==> src/rtl/popgen_pkg.sv <==
// Shared types and helpers for the popcount pattern generator.
// Holds the FSM state enum, last-word helper and sequence counter width.
package popgen_pkg;

  typedef enum logic [1:0] {
    IDLE,
    RUN,
    DONE
  } state_t;

  localparam int SEQ_CNT_W = 16;

  // Highest word of a given weight: all ones packed at the top.
  function automatic logic [31:0] last_word(
    input logic [31:0] weight,
    input logic [31:0] width
  );
    logic [31:0] m;
    m = (32'd1 << weight) - 32'd1;
    return m << (width - weight);
  endfunction

endpackage

==> src/rtl/lsb_index.sv <==
// Trailing-zero counter: tz = index of lowest set bit, WIDTH when x == 0.
// Ports: x [WIDTH-1:0] in, tz [TW-1:0] out (combinational).
module lsb_index #(
  parameter int WIDTH = 15,
  parameter int TW    = $clog2(WIDTH + 1)
) (
  input  logic [WIDTH-1:0] x,
  output logic [TW-1:0]    tz
);

  always_comb begin
    tz = TW'(WIDTH);
    for (int i = WIDTH - 1; i >= 0; i--) begin
      if (x[i]) tz = TW'(i);
    end
  end

endmodule

==> src/rtl/popcount_pattern_gen.sv <==
// Enumerates all WIDTH-bit words of a given popcount, ascending, over valid/ready.
// Ports: clk, rst_n, start, weight -> busy, out_valid/out_ready, out_word,
// out_last, done, err; seq_cnt only when POPGEN_SEQ_CNT_EN is defined.
module popcount_pattern_gen
  import popgen_pkg::*;
#(
  parameter int WIDTH = 15,
  parameter int CW    = $clog2(WIDTH + 1)
) (
  input  logic             clk,
  input  logic             rst_n,
  input  logic             start,
  input  logic [CW-1:0]    weight,
  output logic             busy,
  output logic             out_valid,
  input  logic             out_ready,
  output logic [WIDTH-1:0] out_word,
  output logic             out_last,
  output logic             done,
  output logic             err
`ifdef POPGEN_SEQ_CNT_EN
  ,
  output logic [SEQ_CNT_W-1:0] seq_cnt
`endif
);

  localparam logic [WIDTH:0] ONE = (WIDTH + 1)'(1);
  localparam logic [CW:0]    TWO = (CW + 1)'(2);

  state_t state_q, state_d;

  logic [WIDTH-1:0] x_q, x_d;
  logic [CW-1:0]    wt_q, wt_d;
  logic             last_q, last_d;
  logic             valid_q, valid_d;
  logic             busy_q, busy_d;
  logic             done_q, done_d;
  logic             err_q, err_d;

  logic [CW-1:0]    tz;
  logic [WIDTH:0]   xe, c, r, nx, mask;
  logic [31:0]      lw_new, lw_run;
  logic             weight_ok;
  logic             accept;

  lsb_index #(
    .WIDTH(WIDTH),
    .TW   (CW)
  ) u_lsb (
    .x (x_q),
    .tz(tz)
  );

  assign weight_ok = 32'(weight) <= 32'(WIDTH);
  assign accept    = (state_q == IDLE) && start && weight_ok;
  assign lw_new    = last_word(32'(weight), 32'(WIDTH));
  assign lw_run    = last_word(32'(wt_q), 32'(WIDTH));

  // Gosper successor with one spare bit; the divide by c is a shift by tz.
  always_comb begin
    xe   = {1'b0, x_q};
    c    = xe & (~xe + ONE);
    r    = xe + c;
    nx   = r | ((r ^ xe) >> ({1'b0, tz} + TWO));
    mask = (ONE << weight) - ONE;
  end

  always_comb begin
    state_d = state_q;
    x_d     = x_q;
    wt_d    = wt_q;
    last_d  = last_q;
    valid_d = valid_q;
    busy_d  = busy_q;
    done_d  = 1'b0;
    err_d   = 1'b0;
    unique case (state_q)
      IDLE: begin
        if (start) begin
          if (weight_ok) begin
            state_d = RUN;
            x_d     = mask[WIDTH-1:0];
            wt_d    = weight;
            last_d  = 32'(mask) == lw_new;
            valid_d = 1'b1;
            busy_d  = 1'b1;
          end else begin
            err_d = 1'b1;
          end
        end
      end
      RUN: begin
        if (out_ready) begin
          if (last_q) begin
            state_d = DONE;
            x_d     = '0;
            last_d  = 1'b0;
            valid_d = 1'b0;
            done_d  = 1'b1;
          end else begin
            x_d    = nx[WIDTH-1:0];
            last_d = 32'(nx) == lw_run;
          end
        end
      end
      DONE: begin
        state_d = IDLE;
        busy_d  = 1'b0;
      end
      default: begin
        state_d = IDLE;
        x_d     = '0;
        last_d  = 1'b0;
        valid_d = 1'b0;
        busy_d  = 1'b0;
      end
    endcase
  end

  always_ff @(posedge clk or negedge rst_n) begin
    if (!rst_n) begin
      state_q <= IDLE;
      x_q     <= '0;
      wt_q    <= '0;
      last_q  <= 1'b0;
      valid_q <= 1'b0;
      busy_q  <= 1'b0;
      done_q  <= 1'b0;
      err_q   <= 1'b0;
    end else begin
      state_q <= state_d;
      x_q     <= x_d;
      wt_q    <= wt_d;
      last_q  <= last_d;
      valid_q <= valid_d;
      busy_q  <= busy_d;
      done_q  <= done_d;
      err_q   <= err_d;
    end
  end

  assign busy      = busy_q;
  assign out_valid = valid_q;
  assign out_word  = x_q;
  assign out_last  = last_q;
  assign done      = done_q;
  assign err       = err_q;

`ifdef POPGEN_SEQ_CNT_EN
  logic [SEQ_CNT_W-1:0] cnt_q;

  always_ff @(posedge clk or negedge rst_n) begin
    if (!rst_n) begin
      cnt_q <= '0;
    end else if (accept) begin
      cnt_q <= '0;
    end else if (valid_q && out_ready) begin
      cnt_q <= cnt_q + 1'b1;
    end
  end

  assign seq_cnt = cnt_q;
`endif

endmodule

==> config.mk <==
export PLATFORM = sky130hd
export DESIGN_NAME = popcount_pattern_gen
export DESIGN_NICKNAME = d
export VERILOG_FILES = /design/src/rtl/popgen_pkg.sv /design/src/rtl/lsb_index.sv /design/src/rtl/popcount_pattern_gen.sv
export SDC_FILE = /design/constraint.sdc
export NUM_CORES = 1
export LEC_CHECK = 0
export CORE_ASPECT_RATIO = 1.25
export CORE_MARGIN = 1.5
export CORE_UTILIZATION = 50
export DETAILED_ROUTE_END_ITERATION = 12
export HOLD_SLACK_MARGIN = 0.08
export MAX_ROUTING_LAYER = met4
export PLACE_DENSITY = 0.72
export REMOVE_ABC_BUFFERS = 1
export SETUP_SLACK_MARGIN = 0.02
export SLEW_MARGIN = 15
export SYNTH_ARGS = -nofsm -noshare
export SYNTH_HDL_FRONTEND = slang
export SYNTH_SLANG_ARGS = --single-unit
export TNS_END_PERCENT = 30
==> constraint.sdc <==
create_clock -name clk -period 2.99 [get_ports clk]
set_input_delay 0.598 -clock clk [delete_from_list [all_inputs] [get_ports clk]]
set_output_delay 0.598 -clock clk [all_outputs]
set_load 0.05 [all_outputs]
* After elaboration in Yosys (flattened, before gate mapping) *
Cells that the tools add are included.

word-level totals
  bits in latches = 0
  input port bits = 8
  logic and storage cells = 75
  bits in read-only memories = 0
  memory bits (writable) = 0
  bits in registers = 25
  output and inout bits = 20
  memories = 0

operators by class
  muxes and demuxes = 35
  bitwise gates (word level) = 6
  eq/ne operators = 7
  add/sub/neg operators = 8
  shift operators = 6
  div/mod/pow operators = 0
  reductions and logical operators = 6
  $lt $le $gt $ge = 0
  $mul = 0

operator list
  operator                 number
  $eq A16 B32 Y1           2
  $shl A1 B4 Y32 const A   2
  $shl A32 B32 Y32         2
  $sub A32 B1 Y32 const B  2
  $mux W15                 3
  $pmux W15 S3             1
  $mux W4                  8
  $add A15 B16 Y16         1
  $add A16 B1 Y16 const B  1
  $and A15 B16 Y16         1
  $not A15 Y16             1
  $or A16 B16 Y16          1
  $shl A1 B4 Y16 const A   1
  $shr A16 B5 Y16          1
  $sub A16 B1 Y16 const B  1
  $xor A16 B15 Y16         1
  $mux W3                  4
  $mux W1                  10
  $mux W2                  5
  $sub A4 B4 Y5 const A    2
  $ne A2 B2 Y1 const B     3
  $pmux W1 S3              2
  $reduce_and A3 Y1        2
  $add A4 B2 Y5 const B    1
  other kinds (8)          10

* Logic depth before layout (Yosys ltp) *
  word-level depth = 22
  depth in mapped cells = 15

* Cells and area by module *
From an unflattened synthesis, not the netlist that was laid out.

second synthesis, totals
  cells, all modules = 551
  area, all modules = 3,754.9 um2

modules (own cells, without submodules)
  module                instances  cells each  area an instance (um2)  sequential area each (um2)
  popcount_pattern_gen  1          525         3,604.7                 625.6
  lsb_index             1          26          150.1                   0.0

* Worst setup path after synthesis *
Ideal clock, no wire load.

  path type = flip-flop to flip-flop
  from = register x_q[8] (netlist: out_word[8])
  to = register last_q (netlist: out_last)
  arrival time = 3.273 ns
  required time = 2.895 ns
  library setup time = 0.095 ns
  slack = -0.379 ns
  cell stages (with the launch flop) = 13
  cell sequence = dfrtp_1 buf_4 or4_4 nor4_4 or3_2 o211ai_1 mux2i_1 a21oi_1 o211ai_1 xor2_1 a2111oi_2 nand4_1 o31ai_1

on the way
  cells in the longest elaborated chain, start to end = 16
  elaborated cells between the ends (all ways) = 21
  classes of those cells = 3 x add/sub; 1 x eq/ne; 1 x shift; 12 x mux; 4 x bitwise

RTL lines
  what                                                                      line                         text
  start: declaration                                                        popcount_pattern_gen.sv:32   logic [WIDTH-1:0] x_q, x_d;
  start signal: assignment                                                  popcount_pattern_gen.sv:123  x_q <= '0;
  start signal: assignment                                                  popcount_pattern_gen.sv:132  x_q <= x_d;
  parallel branches: the longest is 11 deep, another holds $add A16 B1 Y16  --
  $or A16 B16 Y16 (*)                                                       popcount_pattern_gen.sv:64   nx = r | ((r ^ xe) >> ({1'b0, tz} + TWO));
  $eq A16 B32 Y1 (*)                                                        popcount_pattern_gen.sv:102  last_d = 32'(nx) == lw_run;
  $mux W1 (*)                                                               popcount_pattern_gen.sv:94   if (last_q) begin
  $mux W1 (*)                                                               popcount_pattern_gen.sv:93   if (out_ready) begin
  $pmux W1 S3 (*)                                                           popcount_pattern_gen.sv:77   unique case (state_q)
  end signal: assignment                                                    popcount_pattern_gen.sv:134  last_q <= last_d;
  end: declaration                                                          popcount_pattern_gen.sv:34   logic last_q, last_d;

Mark *: on every way between the ends. The select of a mux whose other input is x is not followed.
A chain may end at the register's enable or synchronous reset.

* Final worst setup path *
  from = register x_q[0] (netlist: out_word[0])
  to = register last_q (netlist: out_last)

on the way
  cells in the longest elaborated chain, start to end = 11
  elaborated cells between the ends (all ways) = 13
  classes of those cells = 3 x add/sub; 1 x eq/ne; 1 x shift; 4 x mux; 4 x bitwise

RTL lines
  what                 line                         text
  $not A15 Y16         popcount_pattern_gen.sv:62   c = xe & (~xe + ONE);
  $add A16 B1 Y16      popcount_pattern_gen.sv:62
  $and A15 B16 Y16     popcount_pattern_gen.sv:62
  $add A15 B16 Y16     popcount_pattern_gen.sv:63   r = xe + c;
  $xor A16 B15 Y16     popcount_pattern_gen.sv:64
  $shr A16 B5 Y16      popcount_pattern_gen.sv:64
  $or A16 B16 Y16 (*)  popcount_pattern_gen.sv:64
  $eq A16 B32 Y1 (*)   popcount_pattern_gen.sv:102
  $mux W1 (*)          popcount_pattern_gen.sv:94
  $mux W1 (*)          popcount_pattern_gen.sv:93
  $pmux W1 S3 (*)      popcount_pattern_gen.sv:77

Every way passes the cells marked *; elsewhere a longest branch is shown, timed or not. The select of a mux whose other input is x is not followed.

==> impl_metrics.csv <==
group,metric,value,unit
outcome,outcome,"complete, but fails checks",
outcome,violations,"negative setup slack",
timing,fin_ws,-0.392,ns
clock_tree,htreeDepth,1,
critical_path,cp_max_fo,6,
power_and_ir_drop,cellPowerDensity,1390,nW/um^2
synthesis,syn_inst,567,
clock_tree,cts.clk_slew.worst_paths,0.10,ns
route,ant_nets,0,
die,fp.dieH,102,um
die,start_util,0.512,
synthesis,yosys_warnings,0,
grt,grt.overflow.total,0,
route,dr.pass1.iters,5,
synthesis,avgSynthCellArea,6.95,sq um
timing,setup-violations-final,10,
timing,hold_viol,0,
grt,grt_pass1_wl,25000,um
finish,layout_common_cells,"buf_4 (170), nand2_1 (61), nor2_1 (48)",
timing,fin_tns_setup,-1.41,ns
route,via_per_inst,6.44,
timing,period_share,1.13,
route,drt_iter0_markers,400,
placement,portBuffers,26,
worst_hold_path,hp-class,"reg2reg",
route,wire_per_inst,20.0,um
synthesis,netlist_area,3940,sq um
timing,max_slew_margin,0.556,
synthesis,synthArstFlopShare,1.00,
finish,final_util,0.745,
placement,gp_congestion,1.02,
synthesis,ys.flop_type,"dfrtp_1",
synthesis,ys_types,87,
timing,rsz0062_at_grt,"true",
clock_tree,cts_buffers,3,
timing,fmax,296,MHz
clock_tree,root_buffer,"clkbuf_8",
die,rows,36,
timing,slew_viol_final,0,
critical_path,cp.required,3.17,ns
clock_tree,clock-sinks,25,
route,vias,5267,
grt,antenna_found_initial,0,
die,pin_count,28,
critical_path,worstSetupStartpointType,"register",
clock_tree,tritoncts,"done",
clock_tree,clockBufferDepth,2,
job,maxCapViolations,0,
finish,final_common_cell,"buf_4",
timing,tightestPinTransition,0.657,ns
grt,grt_max_degree,21,
timing,fin_skew,0.0115,ns
synthesis,synth-seq-cells,25,
critical_path,cp.arrival,3.56,ns
clock_tree,clk_latency,0.28,ns
synthesis,synth_enable_flop_cells,0,
critical_path,critical_path_class,"reg2reg",
die,die_width,82.4,um
route,finalWirelength,16300,um
critical_path,endpoint_kind,"register",
finish,fill_cells,629,
die,die_area,8430,sq um
power_and_ir_drop,ir_worst_vdd,1.07,mV
grt,grt_util_all_layers,0.408,
route,drc_errors,0,
synthesis,ys_seq_area_frac,0.159,
die,core-area,7700,sq um
finish,drive_gt1_frac,0.349,
finish,nets,736,
clock_tree,cts_hold_buf,0,
power_and_ir_drop,p_leak,0.00243,uW
finish,area_growth_syn_to_layout,45.7,%
timing,fin_crit,3.38,ns
grt,first_global_vias,4806,
placement,dp_hpwl,13000,um
finish,antenna_cells,0,
## per-layer routing
layer | global-route usage | share of wire
met5 | - | 0
met3 | 0.0670 | 0.050
met2 | 0.652 | 0.48
met1 | 0.473 | 0.40
met4 | 0.243 | 0.064
## synth_stat cells (3+ instances only)
cell | instances | area (sq um)
a31oi_1 | 3 | 18.8
ha_1 | 4 | 50.1
o311ai_0 | 4 | 35.0
o31ai_1 | 4 | 30.0
o21ai_1 | 3 | 15.0
o211ai_1 | 7 | 52.6
o22ai_1 | 13 | 81.3
mux2_2 | 4 | 45.0
and3_1 | 3 | 18.8
nor2_1 | 53 | 199
and2_1 | 6 | 37.5
nand3_1 | 19 | 95.1
or4_1 | 3 | 22.5
a22o_1 | 13 | 114
nor4_1 | 10 | 62.6
a22oi_1 | 5 | 37.5
o21ai_0 | 40 | 200
a211o_1 | 3 | 26.3
mux2i_1 | 8 | 80.1
nand2_1 | 61 | 229
nor2b_1 | 5 | 31.3
clkbuf_1 | 28 | 105
a21oi_1 | 44 | 220
dfrtp_1 | 25 | 626
a2111o_1 | 3 | 33.8
nor3_1 | 27 | 135
nand4_1 | 7 | 43.8
nor3b_1 | 4 | 30.0
buf_2 | 17 | 85.1
a211oi_1 | 12 | 90.1
nand2b_1 | 14 | 87.6
inv_1 | 16 | 60.1
a21o_1 | 3 | 22.5
o21a_1 | 5 | 37.5
xor2_1 | 6 | 52.6
buf_4 | 4 | 30.0
xnor2_1 | 12 | 105
## stage by stage
stage | hold WS (ns) | setup slack, ns | instances | power (uW) | cell area, sq um
3_3_place_gp | 0.505 | -0.478 | 804 | 6970 | 5360
4_1_cts | 0.531 | -0.363 | 818 | 7630 | 5630
5_1_grt | 0.548 | -0.619 | 818 | 8430 | 5740
6_report | 0.529 | -0.392 | 818 | 7970 | 5740
3_5_place_dp | 0.504 | -0.567 | 804 | 7050 | 5360
2_1_floorplan | 0.302 | -0.838 | 515 | 4060 | 3700
## sequential cells by signal, indices dropped and copies added, names as in the netlist
| signal | flops |
|---|---|
| out_valid | 1 |
| done | 1 |
| busy | 1 |
| out_last | 1 |
| state_q | 2 |
| out_word | 15 |
| wt_q | 4 |
## area by class of cell
class	instances	area (sq um)	share of cell area
Clock buffer	3	41.3	0.00719
Multi-Input combinational cell	474	3250	0.566
Clock inverter	1	8.76	0.00153
Timing Repair Buffer	204	1630	0.284
Sequential cell	25	632	0.110
Inverter	16	60.1	0.0105
Tap cell	95	119	0.0207
## final timing paths
check                                        startpoint                 endpoint  slack, ns  cells after the start
worst max register to register  out_word[0]$_DFFE_PN0P_     out_last$_DFFE_PN0P_      -0.39                     12
max in group asynchronous                         rst_n  out_word[8]$_DFFE_PN0P_       1.82                      2
worst min register to register         busy$_DFFE_PN0P_         busy$_DFFE_PN0P_       0.53                      2
worst min-delay path                   busy$_DFFE_PN0P_         busy$_DFFE_PN0P_       0.53                      2
min in group asynchronous                         rst_n      wt_q[2]$_DFFE_PN0P_       0.58                      1
worst max-delay path            out_word[0]$_DFFE_PN0P_     out_last$_DFFE_PN0P_      -0.39                     12
## timing repair
action                                  4_1_cts  5_1_grt
hold endpoints to repair                      0        0
endpoints found under the setup margin       13       14
gates resized for setup                      33       26
setup buffers                                 9        0
pin swaps                                    13        1
gates cloned                                  1        0
## power breakdown
part           switching, uW  internal, uW
Combinational           3960          3120
Sequential               186           478
Clock                    120          97.8
## worst max-delay path, stage by stage, from the launching register on
cell and delay [ns]:
dfrtp_2 0.45, or4_4 0.55, buf_6 0.16, nor2_2 0.37, buf_4 0.24, a311o_1 0.23, a21oi_1 0.08, a21oi_1 0.26
a21oi_2 0.15, xnor2_1 0.16, a211oi_2 0.25, nand4_1 0.13, o31ai_1 0.25
## cells by family after synthesis
| kind of cell | after synthesis | share of synthesized area |
|---|---|---|
| buffers and inverters | 68 | 0.0759 |
| flip-flops | 25 | 0.159 |
| adder cells (fa/ha/maj) | 4 | 0.0127 |
| XOR/XNOR | 18 | 0.0400 |
| multiplexers | 12 | 0.0318 |
| AND/OR/NAND/NOR | 231 | 0.300 |
| AO/OA/AOI/OAI | 208 | 0.379 |
| other | 1 | 0.000952 |
Power figures use the tool's default switching activity.
